File: config.mk
export PLATFORM = sky130hd
export DESIGN_NAME = m_sorted_serializer_flat
export DESIGN_NICKNAME = d
export VERILOG_FILES = /design/src/rtl/m_sorted_serializer_if.sv /design/src/rtl/m_sorted_serializer.sv /design/src/flat_wrapper.sv
export SDC_FILE = /design/constraint.sdc
export NUM_CORES = 1
export LEC_CHECK = 0
export ABC_AREA = 1
export CORE_MARGIN = 4
export CORE_UTILIZATION = 45
export DETAILED_ROUTE_END_ITERATION = 8
export PLACE_DENSITY = 0.68
export SLEW_MARGIN = 20
export SYNTH_ARGS = -nofsm -noshare
export SYNTH_HDL_FRONTEND = slang
export SYNTH_SLANG_ARGS = --single-unit
File: constraint.sdc
create_clock -name clk -period 2.7 [get_ports clk]
set_input_delay 0.54 -clock clk [delete_from_list [all_inputs] [get_ports clk]]
set_output_delay 0.54 -clock clk [all_outputs]
set_load 0.05 [all_outputs]
File: src/rtl/m_sorted_serializer_if.sv
// Valid/ready element stream from the sorted serializer to its consumer.
// Carries data, index and last marker alongside the handshake pair.
interface m_sorted_serializer_if #(
  parameter int WIDTH = 3,
  parameter int IDXW  = 7
);
  logic [WIDTH-1:0] out_data;
  logic [IDXW-1:0]  out_idx;
  logic             out_valid;
  logic             out_ready;
  logic             out_last;

  modport master (
    output out_data,
    output out_idx,
    output out_valid,
    output out_last,
    input  out_ready
  );

  modport slave (
    input  out_data,
    input  out_idx,
    input  out_valid,
    input  out_last,
    output out_ready
  );
endinterface

File: src/rtl/m_sorted_serializer.sv
// Captures the sorted 2n-element bus on start and streams it out lowest first.
// Define SER_ORDER_CHECK_EN to add the sticky out-of-order detector.
module m_sorted_serializer #(
  parameter int WIDTH = 3,
  parameter int n     = 64,
  parameter int IDXW  = $clog2(2*n)
) (
  input  logic                  clk,
  input  logic                  rst,
  input  logic                  start,
  input  logic [2*n*WIDTH-1:0]  c,
  output logic                  busy,
  output logic                  done,
  output logic                  order_err,
  m_sorted_serializer_if.master out
);

  localparam logic [IDXW-1:0] LAST = IDXW'(2*n-1);

  typedef enum logic [1:0] {
    S_IDLE,
    S_STREAM,
    S_DONE
  } state_e;

  state_e               state_q, state_d;
  logic [IDXW-1:0]      idx_q, idx_d;
  logic [2*n*WIDTH-1:0] shadow_q, shadow_d;
  logic [WIDTH-1:0]     cur;
  logic                 accept;
  logic                 cap;

  assign cur    = shadow_q[int'(idx_q)*WIDTH +: WIDTH];
  assign accept = (state_q == S_STREAM) && out.out_ready;
  assign cap    = (state_q == S_IDLE) && start;

  always_ff @(posedge clk or negedge rst) begin
    if (!rst) begin
      state_q  <= S_IDLE;
      idx_q    <= '0;
      shadow_q <= '0;
    end else begin
      state_q  <= state_d;
      idx_q    <= idx_d;
      shadow_q <= shadow_d;
    end
  end

  always_comb begin
    state_d  = state_q;
    idx_d    = idx_q;
    shadow_d = shadow_q;
    unique case (state_q)
      S_IDLE: begin
        if (start) begin
          shadow_d = c;
          idx_d    = '0;
          state_d  = S_STREAM;
        end
      end
      S_STREAM: begin
        if (accept) begin
          if (idx_q == LAST) state_d = S_DONE;
          else               idx_d   = idx_q + 1'b1;
        end
      end
      S_DONE: begin
        state_d = S_IDLE;
        idx_d   = '0;
      end
      default: state_d = S_IDLE;
    endcase
  end

  // Outputs decode straight from state so reset drops valid immediately
  assign busy          = (state_q != S_IDLE);
  assign done          = (state_q == S_DONE);
  assign out.out_valid = (state_q == S_STREAM);
  assign out.out_data  = out.out_valid ? cur : '0;
  assign out.out_idx   = idx_q;
  assign out.out_last  = out.out_valid && (idx_q == LAST);

`ifdef SER_ORDER_CHECK_EN
  logic [WIDTH-1:0] prev_q, prev_d;
  logic             err_q, err_d;

  always_comb begin
    prev_d = prev_q;
    err_d  = err_q;
    if (cap) begin
      err_d = 1'b0;
    end else if (accept) begin
      prev_d = cur;
      if (idx_q != '0 && cur < prev_q) err_d = 1'b1;
    end
  end

  always_ff @(posedge clk or negedge rst) begin
    if (!rst) begin
      prev_q <= '0;
      err_q  <= 1'b0;
    end else begin
      prev_q <= prev_d;
      err_q  <= err_d;
    end
  end

  assign order_err = err_q;
`else
  assign order_err = 1'b0;
`endif

endmodule

File: src/flat_wrapper.sv
// flat-port wrapper written by rule: the top's interface ports become plain ports
module m_sorted_serializer_flat 
#(
  parameter int WIDTH = 3,
  parameter int n     = 64,
  parameter int IDXW  = $clog2(2*n)
)
  (clk, rst, start, c, busy, done, order_err, out_out_data, out_out_idx, out_out_valid, out_out_last, out_out_ready);
  m_sorted_serializer_if #(.WIDTH(WIDTH), .IDXW(IDXW)) out_i ();
  input  logic clk;
  input  logic rst;
  input  logic start;
  input  logic [2*n*WIDTH-1:0] c;
  output logic busy;
  output logic done;
  output logic order_err;
  output wire logic [$bits(out_i.out_data)-1:0] out_out_data;
  output wire logic [$bits(out_i.out_idx)-1:0] out_out_idx;
  output wire logic [$bits(out_i.out_valid)-1:0] out_out_valid;
  output wire logic [$bits(out_i.out_last)-1:0] out_out_last;
  input wire logic [$bits(out_i.out_ready)-1:0] out_out_ready;
  assign out_out_data = out_i.out_data;
  assign out_out_idx = out_i.out_idx;
  assign out_out_valid = out_i.out_valid;
  assign out_out_last = out_i.out_last;
  assign out_i.out_ready = out_out_ready;
  m_sorted_serializer #(.WIDTH(WIDTH), .n(n), .IDXW(IDXW)) u_core (.clk(clk), .rst(rst), .start(start), .c(c), .busy(busy), .done(done), .order_err(order_err), .out(out_i));
endmodule
# [Word level (Yosys, flattened, before mapping)]
# Index checks and enable logic that the tools add are counted.
[word_totals] reg_bits=393 word_cells=30 input_bits=388
[classes] n_shift=1 n_addsub=1 mux=9 n_mul=1 n_eq_ne=7 n_reduce_logical=8
[ops] op="384-bit by 32-bit variable part select with 3-bit output" count=1
[ops] op="7-bit 2-to-1 mux" count=3
[ops] op="7-bit one-hot mux with 3 select lines" count=1
[ops] op="7-bit by 2-bit multiplier with 9-bit output, second input constant" count=1
[ops] op="2-bit != test, second input constant" count=4
[ops] op="7-bit by 1-bit adder with 7-bit output, second input constant" count=1
[ops] op="7-bit == test, second input constant" count=1
[ops] op="2-bit 2-to-1 mux" count=3
[ops] op="2-bit one-hot mux with 2 select lines" count=1
[ops] op="4-bit AND reduction" count=1
[ops] op="3-bit 2-to-1 mux" count=1
[ops] op="3-bit AND reduction" count=1
[ops] op="3-bit nonzero test" count=1
[ops] op="2-bit by 1-bit == test with 1-bit output, second input constant" count=1
[ops] op="2-bit == test, second input constant" count=1
[ops] op="1-bit logical AND" count=2
[ops] op="2-bit zero test" count=1
[ops] op="2-bit AND reduction" count=1
[ops] op="2-bit nonzero test" count=1

# [Depth between registers and ports, before layout]
# Gate-level depths: netlist of the first run.
[depth] depth_word=4 depth_mapped=15 depth_no_buf=12

# [Least setup slack after synthesis of the first run]
# Ideal clock, no wire load.
[synth_path] path_type="reg-to-output" startpoint="register u_core.idx_q[1], in the netlist u_core.out.out_idx[1]" endpoint="output port out_out_data[0]" t_arrival_ps=2401 path_stages_with_launch=12 path_slack_ps=-241 cell_sequence="dfrtp_1 > buf_4 > buf_4 > buf_2 > o21ai_0 > o211ai_1 > nand3_1 > nand2_1 > nand2_1 > nand3_1 > nand2_1 > nor2_1"
[synth_via] elab_chain_cells=3
[synth_lines] item="start, declared" line_no="m_sorted_serializer.sv:27" rtl="logic [IDXW-1:0] idx_q, idx_d;"
[synth_lines] item="start signal, assigned" line_no="m_sorted_serializer.sv:44" rtl="idx_q <= idx_d;"
[synth_lines] item="7-bit by 2-bit multiplier with 9-bit output" line_no="m_sorted_serializer.sv:33" rtl="assign cur = shadow_q[int'(idx_q)*WIDTH +: WIDTH];"
[synth_lines] item="384-bit by 32-bit variable part select with 3-bit output" line_no="m_sorted_serializer.sv:33"
[synth_lines] item="3-bit 2-to-1 mux" line_no="m_sorted_serializer.sv:79" rtl="assign out.out_data = out.out_valid ? cur : '0;"
[synth_lines] item="end, declared" line_no="flat_wrapper.sv:17" rtl="output wire logic [$bits(out_i.out_data)-1:0] out_out_data;"
# No other way between the ends.

# [Worst setup path in the final report of the first run]
[layout_path] startpoint="register u_core.idx_q[0], in the netlist u_core.out.out_idx[0]" endpoint="output port out_out_data[2]"
# The elaborated chain is that of the path after synthesis.

==> results of run 1 <==
==> repair_timing <==
action,4_1_cts,5_1_grt
pin swaps,34,28
endpoints found under the setup margin,5,8
hold buffers,1,0
cloned,14,2
hold endpoints to repair,53,0
buffers inserted,12,3
resized for setup,101,50
==> stage by stage <==
stage                     total power, uW  hold WS (ps)  setup slack, ps
after floorplan                     18000           244              101
after global placement              22700           482            -44.0
after detailed placement            23100           485            -16.3
after CTS                           31000           498             -516
after global routing                33000           507             -625
final                               31000           497             -495
==> cells by family after synthesis <==
group | after synthesis | share of synthesized area [%]
simple gates | 820 | 17.5
flops | 393 | 52.3
mux | 276 | 16.5
buf+inv | 269 | 6.41
compound gates | 258 | 7.21
fa+ha+maj | 1 | 0.0665
other cells | 1 | 0.0199
==> layer usage <==
layer	routed length [um]	part of all wire, %	vias up	global-route usage, %
met5	72	0.12	-	0
met4	1460	2.3	10	8.09
met3	4740	7.6	97	6.45
met2	29800	48	536	44.2
met1	26000	42	7839	35.7
li1	-	-	7467	-
==> layout by cell type, fill, tap and decap left out, types with 3 or more instances in the layout <==
| master | count |
|---|---|
| clkinv_2 | 7 |
| a21oi_2 | 5 |
| inv_2 | 3 |
| diode_2 | 10 |
| o21ai_0 | 82 |
| inv_1 | 133 |
| mux2_2 | 276 |
| nor2_1 | 341 |
| buf_12 | 46 |
| o21ai_1 | 24 |
| nand3_2 | 20 |
| buf_6 | 4 |
| nor2_4 | 10 |
| nor2_2 | 19 |
| nand2_1 | 282 |
| clkbuf_1 | 9 |
| a21oi_1 | 117 |
| buf_8 | 3 |
| nor3_1 | 4 |
| nand3_1 | 112 |
| clkinvlp_4 | 3 |
| bufinv_16 | 3 |
| o21ai_2 | 3 |
| clkdlybuf4s50_1 | 391 |
| dfrtp_1 | 390 |
| buf_16 | 11 |
| clkbuf_8 | 7 |
| clkbuf_16 | 47 |
| nand2_2 | 20 |
| o211ai_1 | 21 |
| buf_4 | 51 |
==> final timing paths <==
check	endpoint	from	slack (ps)	cells after the start
setup / recovery	out_out_data[2]	u_core.out.out_idx[0]$_DFFE_PN0P_	-490	14
hold / removal	u_core.shadow_q[91]$_DFFE_PN0P_	u_core.shadow_q[91]$_DFFE_PN0P_	500	1
setup reg to reg	u_core.out.out_idx[4]$_DFFE_PN0P_	u_core.out.out_idx[0]$_DFFE_PN0P_	260	11
hold reg to reg	u_core.shadow_q[91]$_DFFE_PN0P_	u_core.shadow_q[91]$_DFFE_PN0P_	500	1
max in group asynchronous	u_core.shadow_q[173]$_DFFE_PN0P_	rst	1350	3
min in group asynchronous	u_core.shadow_q[308]$_DFFE_PN0P_	rst	520	2
==> sequential cells by signal, indices dropped and copies added (netlist names) <==
register and cells:
u_core.state_q 2, u_core.out.out_idx 7, u_core.shadow_q 384
==> worst reg2reg max path: stages, from the launching register on <==
cell and delay, ps:
dfrtp_4 470, buf_12 220, buf_12 170, buf_16 140, ha_1 200, inv_1 100, nor3_1 290, nand3_1 170
nand3_2 210, inv_1 140, a31oi_1 160, nor3_1 70
==> power by group <==
group,switching [uW],internal (uW)
Combinational,8340,7080
Sequential,1260,8470
Clock,2370,3510
Total,12000,19100
==> layout make-up <==
type	count	area, um2
clock inverters	13	151
diodes	10	25.0
repair buffers	513	5760
multi-input cells	1356	8120
well taps	532	666
inverters	138	546
repair inverters	1	16.3
flip-flops and latches	393	9840
fillers	3369	14700
clock buffers	61	1260
==> impl_metrics.tcl, run 1 <==
set metrics [dict create \
    io_buffers 401 \
    ios 403 \
    path_cells "buf_12 -> buf_12 -> buf_16 -> buf_6 -> a21oi_2 -> o21ai_2 -> nand2_2 -> a21oi_4 -> nand2_1 -> nand2_1 -> nor2_2 -> nor2_2 -> nor2_4 -> buf_12" \
    async_flop_share_pct 100 \
    cts.sink_count 393 \
    worstSetupStartpointType "flop" \
    ant_nets 0 \
    fin_area_um2 26400 \
    critPathBufInv 5 \
    utilization_pct 64.2 \
    routed_wirelength_um 62000 \
    synth_edf_count 0 \
    wl_per_cell_um 20.5 \
    synth_area_um2 18800 \
    critPathCaptureType "output pin" \
    dieArea_um2 45100 \
    grt_usage_pct 26.9 \
    peakVddDrop_uv 649 \
    die_h_um 212 \
    worst_slew_pin_slew_ps 623 \
    dpl_cell_area_um2 24000 \
    drtIter0Drc 1163 \
    grt_max_degree 94 \
    cts_made_buffers 43 \
    critPathMaxStageDelay_ps 520 \
    drv_slew 0 \
    synth_cell_types 29 \
    setup_ws_ps -495 \
    maxCapViolations 0 \
    antenna_found_initial 13 \
    synth_seq_area_share_pct 52.3 \
    min_path_type "flop to flop" \
    post-place-cells 2904 \
    fin_crit_ps 3190 \
    crit_family "buffers and inverters" \
    maxSlewHeadroom_pct 58.3 \
    num_vias 15949 \
    grt_overflow_total 0 \
    hold_viol_final 0 \
    viasPerCell 5.29 \
    htree_num_levels 2 \
    outcome "finished, violations left" \
    area_growth_pct 40.3 \
    ys.warnings.count 0 \
    critPathMostFrequentCell "buf_12" \
    firstDrtPassIters 5 \
    synth_fp_nets 2407 \
    synth_area_leaders "dfrtp_1 52%, mux2_2 17%, nor2_1 7.4%, nand2_1 6.1%, nand3_1 3.5%" \
    gp_congestion 0.852 \
    syn_area_per_cell_um2 9.32 \
    clock_latency_ps 550 \
    max_freq_mhz 313 \
    fin_skew_ps 9.82 \
    cts_tree "built" \
    root_buffer "clkbuf_16" \
    setup_viol 4 \
    finalNonFillerCells 3017 \
    grt_pass1_wl_um 93500 \
    worstPathArrival_ps 2650 \
    worstSetupPathType "flop to output pin" \
    grt_pass1_vias 16580 \
    clockBufferDepth 3 \
    chipWidth_um 212 \
    drive_above_1_share_pct 22.5 \
    synth_top_area_share_pct 52.3 \
    pwr_density_cell_nw_per_um2 1180 \
    yosysTopAreaCell "dfrtp_1" \
    yosysMostFrequentCell "dfrtp_1" \
    initial_utilization_pct 45.7 \
    post-route-period-util_pct 118 \
    hpwl_um 42900 \
    failed_checks "negative setup slack" \
    fin_nets 2835 \
    cp_slowest_cell "dfrtp_4" \
    total_leakage_power_uw 0.0124 \
    ys_ff_latch 393 \
    drc 0 \
    ys.flop_type "dfrtp_1" \
    cp_max_fo 8 \
    yosys-top-cells-count "393 x dfrtp_1, 369 x nor2_1, 304 x nand2_1, 276 x mux2_2, 136 x inv_1" \
    core_um2 41100 \
    synth_cells 2018 \
    cp.required_ps 2160 \
    rsz0062_at_grt "yes" \
    fp-row-count 74 \
    cts.clk_slew.worst_paths_ps 60 \
    tns_ps -1870 \
]
(Power assumes the default switching activity.)
==> inputs of run 2 (changes only) <==
Clock period 2.7 ns to 3.3 ns, I/O delays scaled along.
==> run 2 against run 1 <==
Effect of this change: the flow still finishes with violations (negative setup slack); sequential share of layout area rose by 0.30 points; clock skew fell by 0.64 ps; largest power group unchanged; global-route usage rose by 0.66 points; die area did not move; power fell by 18%; first-iteration DRC count fell by 3.8%; combinational power fell by 19%; sequential power fell by 18%; critical path depth fell by 1.
==> impl_metrics.tcl, run 2 (synthesis gave the netlist of run 1 again) <==
set metrics [dict create \
    grt_max_degree 91 \
    post-place-cells 2868 \
    htree_num_levels 2 \
    fin_area_um2 26200 \
    wl_per_cell_um 21.3 \
    cts_tree "built" \
    path_cells "buf_12 -> clkinv_16 -> buf_16 -> buf_12 -> o21ai_1 -> o22ai_1 -> nor2_1 -> nor2_2 -> nor2_4 -> nor2_2 -> nor2_2 -> nor2_4 -> buf_12" \
    dieArea_um2 45100 \
    clockBufferDepth 3 \
    initial_utilization_pct 45.7 \
    finalNonFillerCells 3000 \
    worstPathArrival_ps 2680 \
    grt_pass1_wl_um 95500 \
    max_freq_mhz 299 \
    viasPerCell 5.37 \
    drive_above_1_share_pct 20.8 \
    switching_share_pct 38.6 \
    worst_slew_pin_slew_ps 612 \
    gp_congestion 0.836 \
    final_common_cell "clkdlybuf4s50_1" \
    cp_max_fo 8 \
    pwr_density_cell_nw_per_um2 975 \
    hpwl_um 41900 \
    total_power_uw 25500 \
    num_vias 16116 \
    postCtsHoldBufs 0 \
    internal_power_uw 15700 \
    grt_usage_pct 27.6 \
    firstDrtPassIters 7 \
    place_ws_ps 191 \
    largest_register_ff_count 384 \
    drc 0 \
    rsz0062_at_grt "yes" \
    setup_viol 3 \
    worstSetupStartpointType "flop" \
    hold_viol_final 0 \
    cts.sink_count 393 \
    critPathCaptureType "output pin" \
    fin_crit_ps 3340 \
    final_cell_mix "396 x clkdlybuf4s50_1, 390 x dfrtp_1, 349 x nor2_1, 284 x nand2_1, 276 x mux2_2" \
    p_switching_uw 9860 \
    io_buffers 401 \
    drv_slew 0 \
    fin_skew_ps 9.18 \
    root_buffer "clkbuf_16" \
    critPathMaxStageDelay_ps 490 \
    routed_wirelength_um 63900 \
    post-route-period-util_pct 101 \
    peakVddDrop_uv 901 \
    clock_latency_ps 560 \
    pwr-share-seq_pct 31.3 \
    total_leakage_power_uw 0.0123 \
    grt_pass1_vias 16606 \
    core_um2 41100 \
    combPwrFrac_pct 49.0 \
    fp-row-count 74 \
    area_growth_pct 39.2 \
    chipWidth_um 212 \
    p_clk_share_pct 19.6 \
    min_path_type "input pin to asynchronous set/reset pin" \
    drtIter0Drc 1119 \
    fin_nets 2818 \
    ant_nets 0 \
    cts_made_buffers 44 \
    maxCapViolations 0 \
    top_register "u_core.shadow_q" \
    die_h_um 212 \
    failed_checks "negative setup slack" \
    setup_ws_ps -42.8 \
    grt_overflow_total 0 \
    cp.required_ps 2640 \
    dpl_cell_area_um2 23500 \
    cts.clk_slew.worst_paths_ps 60 \
    antenna_found_initial 12 \
    utilization_pct 63.7 \
    outcome "finished, violations left" \
    ios 403 \
    cp_slowest_cell "dfrtp_4" \
    maxSlewHeadroom_pct 59.1 \
    worstSetupPathType "flop to output pin" \
]
run 2: path summary, 6_finish.rpt:
path                       cells after the start                                end  slack [ps]                         startpoint
min                                            1   u_core.shadow_q[293]$_DFFE_PN0P_          40                                rst
max                                           13                    out_out_data[0]         -40  u_core.out.out_idx[0]$_DFFE_PN0P_
max reg2reg                                   10  u_core.out.out_idx[0]$_DFFE_PN0P_         520  u_core.out.out_idx[0]$_DFFE_PN0P_
min in group clk                               1   u_core.shadow_q[167]$_DFFE_PN0P_         500   u_core.shadow_q[167]$_DFFE_PN0P_
max in group asynchronous                      2   u_core.shadow_q[182]$_DFFE_PN0P_        2360                                rst
min reg2reg                                    1   u_core.shadow_q[167]$_DFFE_PN0P_         500   u_core.shadow_q[167]$_DFFE_PN0P_
run 2: layout make-up:
type,instances,area (um2)
Tap cell,532,666
Clock buffer,71,1330
Sequential cell,393,9840
Clock inverter,5,125
Antenna cell,9,22.5
Timing Repair inverter,3,36.3
Inverter,138,557
Multi-Input combinational cell,1356,7990
Timing Repair Buffer,493,5610
Fill cell,3358,14900
run 2: power groups by stage:
stage / clock network (uW) / registers [uW] / logic [uW]
2_1_floorplan: 0 / 7740 / 6930
3_3_place_gp: 0 / 7930 / 10100
3_5_place_dp: 0 / 8000 / 10300
4_1_cts: 5090 / 7950 / 12200
5_1_grt: 5290 / 8180 / 13600
6_report: 5010 / 8000 / 12500
run 2: metal layers:
metal | up-vias | part of all wire, % | global-route usage (%)
met5 | - | 0 | 0
met4 | 0 | 3.0 | 9.84
met3 | 105 | 7.0 | 5.22
met2 | 663 | 48 | 44.8
met1 | 7928 | 42 | 37.3
li1 | 7420 | - | -
run 2: what timing repair did:
action / CTS / global route
pin swaps: 31 / 21
buffers inserted: 18 / 4
resized for setup: 90 / 36
endpoints found under the hold margin: 0 / 0
cloned: 21 / 5
setup endpoints to repair: 4 / 3
run 2: critical path: cells and delay by family (launching register included):
family / cells / cell delay, ps
AND/OR/NAND/NOR: 6 / 690
buffers and inverters: 5 / 690
AO/OA/AOI/OAI: 2 / 240
flip-flops: 1 / 490
run 2: per-stage QoR:
step	hold slack, ps	setup TNS [ps]
after detailed placement	488	0
after CTS	36.5	-91.7
after global routing	63.0	-480
after global placement	482	0
final	35.4	-98.6
after floorplan	364	0
==> inputs of run 3 (changes only) <==
Settings changed: SKIP_LAST_GASP set to 1.
==> run 3 against run 2 <==
Effect of this change: the flow still finishes with violations (negative setup slack); wire length shrank 0.14%; final area is essentially flat; register-to-register slack lost 80 ps; largest power group unchanged; non-clock buffer count is the same; highest routed layer unchanged.
==> impl_metrics.tcl, run 3 (synthesis gave the netlist of run 1 again) <==
set metrics [dict create \
    grt_pass1_wl_um 95500 \
    n_fill_cell 3359 \
    timing.hold.ws_ps 19.1 \
    largest_register_ff_count 384 \
    grt_max_degree 91 \
    root_buffer "clkbuf_16" \
    antenna_found_initial 12 \
    reg2reg_slack_ps 440 \
    critPathMaxStageDelay_ps 490 \
    num_vias 16038 \
    crit_end "out_out_data[0]" \
    setup_viol 3 \
    crit_family "buffers and inverters" \
    viasPerCell 5.34 \
    drc 0 \
    die_h_um 212 \
    firstDrtPassIters 5 \
    maxSlewHeadroom_pct 59.0 \
    reg2reg_to "u_core.out.out_idx[0]$_DFFE_PN0P_" \
    tns_ps -94.4 \
    path_depth 13 \
    fin_nets 2818 \
    pwr_density_cell_nw_per_um2 975 \
    clock_latency_ps 570 \
    setup_ws_ps -41.9 \
    ff2ff_path_depth 10 \
    total_leakage_power_uw 0.0123 \
    clockBufferDepth 3 \
    cts_tree "built" \
    multiInputGateArea_um2 7990 \
    ant_nets 0 \
    critPathBufInv 5 \
    drtIter0Drc 1139 \
    worstSetupPathType "flop to output pin" \
    io_buffers 401 \
    grt_overflow_total 0 \
    maxCapViolations 0 \
    post-route-period-util_pct 101 \
    critPathCaptureType "output pin" \
    fin_skew_ps 10.2 \
    core_um2 41100 \
    fp-row-count 74 \
    drive_above_1_share_pct 20.7 \
    utilization_pct 63.7 \
    cts.clk_slew.worst_paths_ps 60 \
    final_cell_mix "396 x clkdlybuf4s50_1, 390 x dfrtp_1, 349 x nor2_1, 284 x nand2_1, 276 x mux2_2" \
    cp_slowest_cell "dfrtp_4" \
    cts.sink_count 393 \
    r2r_start "u_core.out.out_idx[0]$_DFFE_PN0P_" \
    dieArea_um2 45100 \
    drv_slew 0 \
    hold_viol_final 0 \
    total_power_uw 25500 \
    ios 403 \
    cp.required_ps 2640 \
    htree_num_levels 2 \
    grt_pass1_vias 16606 \
    max_freq_mhz 299 \
    outcome "finished, violations left" \
    area_growth_pct 39.2 \
    peakVddDrop_uv 902 \
    final-seq-area_um2 9840 \
    initial_utilization_pct 45.7 \
    cp_max_fo 8 \
    rsz0062_at_grt "yes" \
    grt_usage_pct 27.6 \
    fin_crit_ps 3340 \
    wl_per_cell_um 21.2 \
    routed_wirelength_um 63800 \
    top_register "u_core.shadow_q" \
    failed_checks "negative setup slack" \
    worstPathArrival_ps 2680 \
    place_ws_ps 191 \
    crit_start "u_core.out.out_idx[0]$_DFFE_PN0P_" \
    gp_congestion 0.836 \
    hpwl_um 41900 \
    path_cells "buf_12 -> clkinv_16 -> buf_16 -> buf_12 -> o21ai_1 -> o22ai_1 -> nor2_1 -> nor2_2 -> nor2_4 -> nor2_2 -> nor2_2 -> nor2_4 -> buf_12" \
    min_path_type "input pin to asynchronous set/reset pin" \
    worstSetupStartpointType "flop" \
    cts_made_buffers 44 \
    final_common_cell "clkdlybuf4s50_1" \
    chipWidth_um 212 \
    worst_slew_pin_slew_ps 613 \
]
-- run 3: area by class of cell --
cell class	count	share of cell area [%]
Antenna cell	10	0.0956
Inverter	138	2.13
Tap cell	532	2.54
Timing Repair Buffer	493	21.4
Clock buffer	71	5.10
Clock inverter	5	0.478
Timing Repair inverter	3	0.139
Sequential cell	393	37.6
Multi-Input combinational cell	1356	30.5
-- run 3: timing repair --
item | 4_1_cts | 5_1_grt
hold buffers | 0 | 0
setup buffers | 18 | 4
cloned | 21 | 5
endpoints found under the setup margin | 4 | 3
pin swaps | 31 | 21
resized for setup | 90 | 35
-- run 3: report_power, final --
part / switching, uW / internal [uW]
registers: 1070 / 6930
logic: 6840 / 5680
clock network: 1960 / 3060
-- run 3: worst min-delay path by stage --
stage                                          start                                 to  slack (ps)  cells past startpoint
detailed placement  u_core.shadow_q[382]$_DFFE_PN0P_   u_core.shadow_q[382]$_DFFE_PN0P_         490                      1
finish                                           rst   u_core.shadow_q[302]$_DFFE_PN0P_          20                      1
CTS                                              rst   u_core.shadow_q[301]$_DFFE_PN0P_          40                      1
global placement    u_core.shadow_q[375]$_DFFE_PN0P_   u_core.shadow_q[375]$_DFFE_PN0P_         480                      1
floorplan                                        rst  u_core.out.out_idx[0]$_DFFE_PN0P_         360                      0
global route                                     rst   u_core.shadow_q[301]$_DFFE_PN0P_          60                      1
-- run 3: through the flow --
| step | instance area, um2 | cells |
|---|---|---|
| floorplan | 18800 | 2018 |
| global placement | 23500 | 2868 |
| detailed placement | 23500 | 2868 |
| CTS | 26000 | 2983 |
| global route | 26200 | 2997 |
| finish | 26200 | 3001 |
-- run 3: layer usage --
metal,global-route usage [%],wire [um],vias to the layer above
li1,-,-,7419
met1,37.3,26800,7866
met2,44.8,30500,648
met3,5.22,4540,105
met4,9.84,1920,0
met5,0,0,-
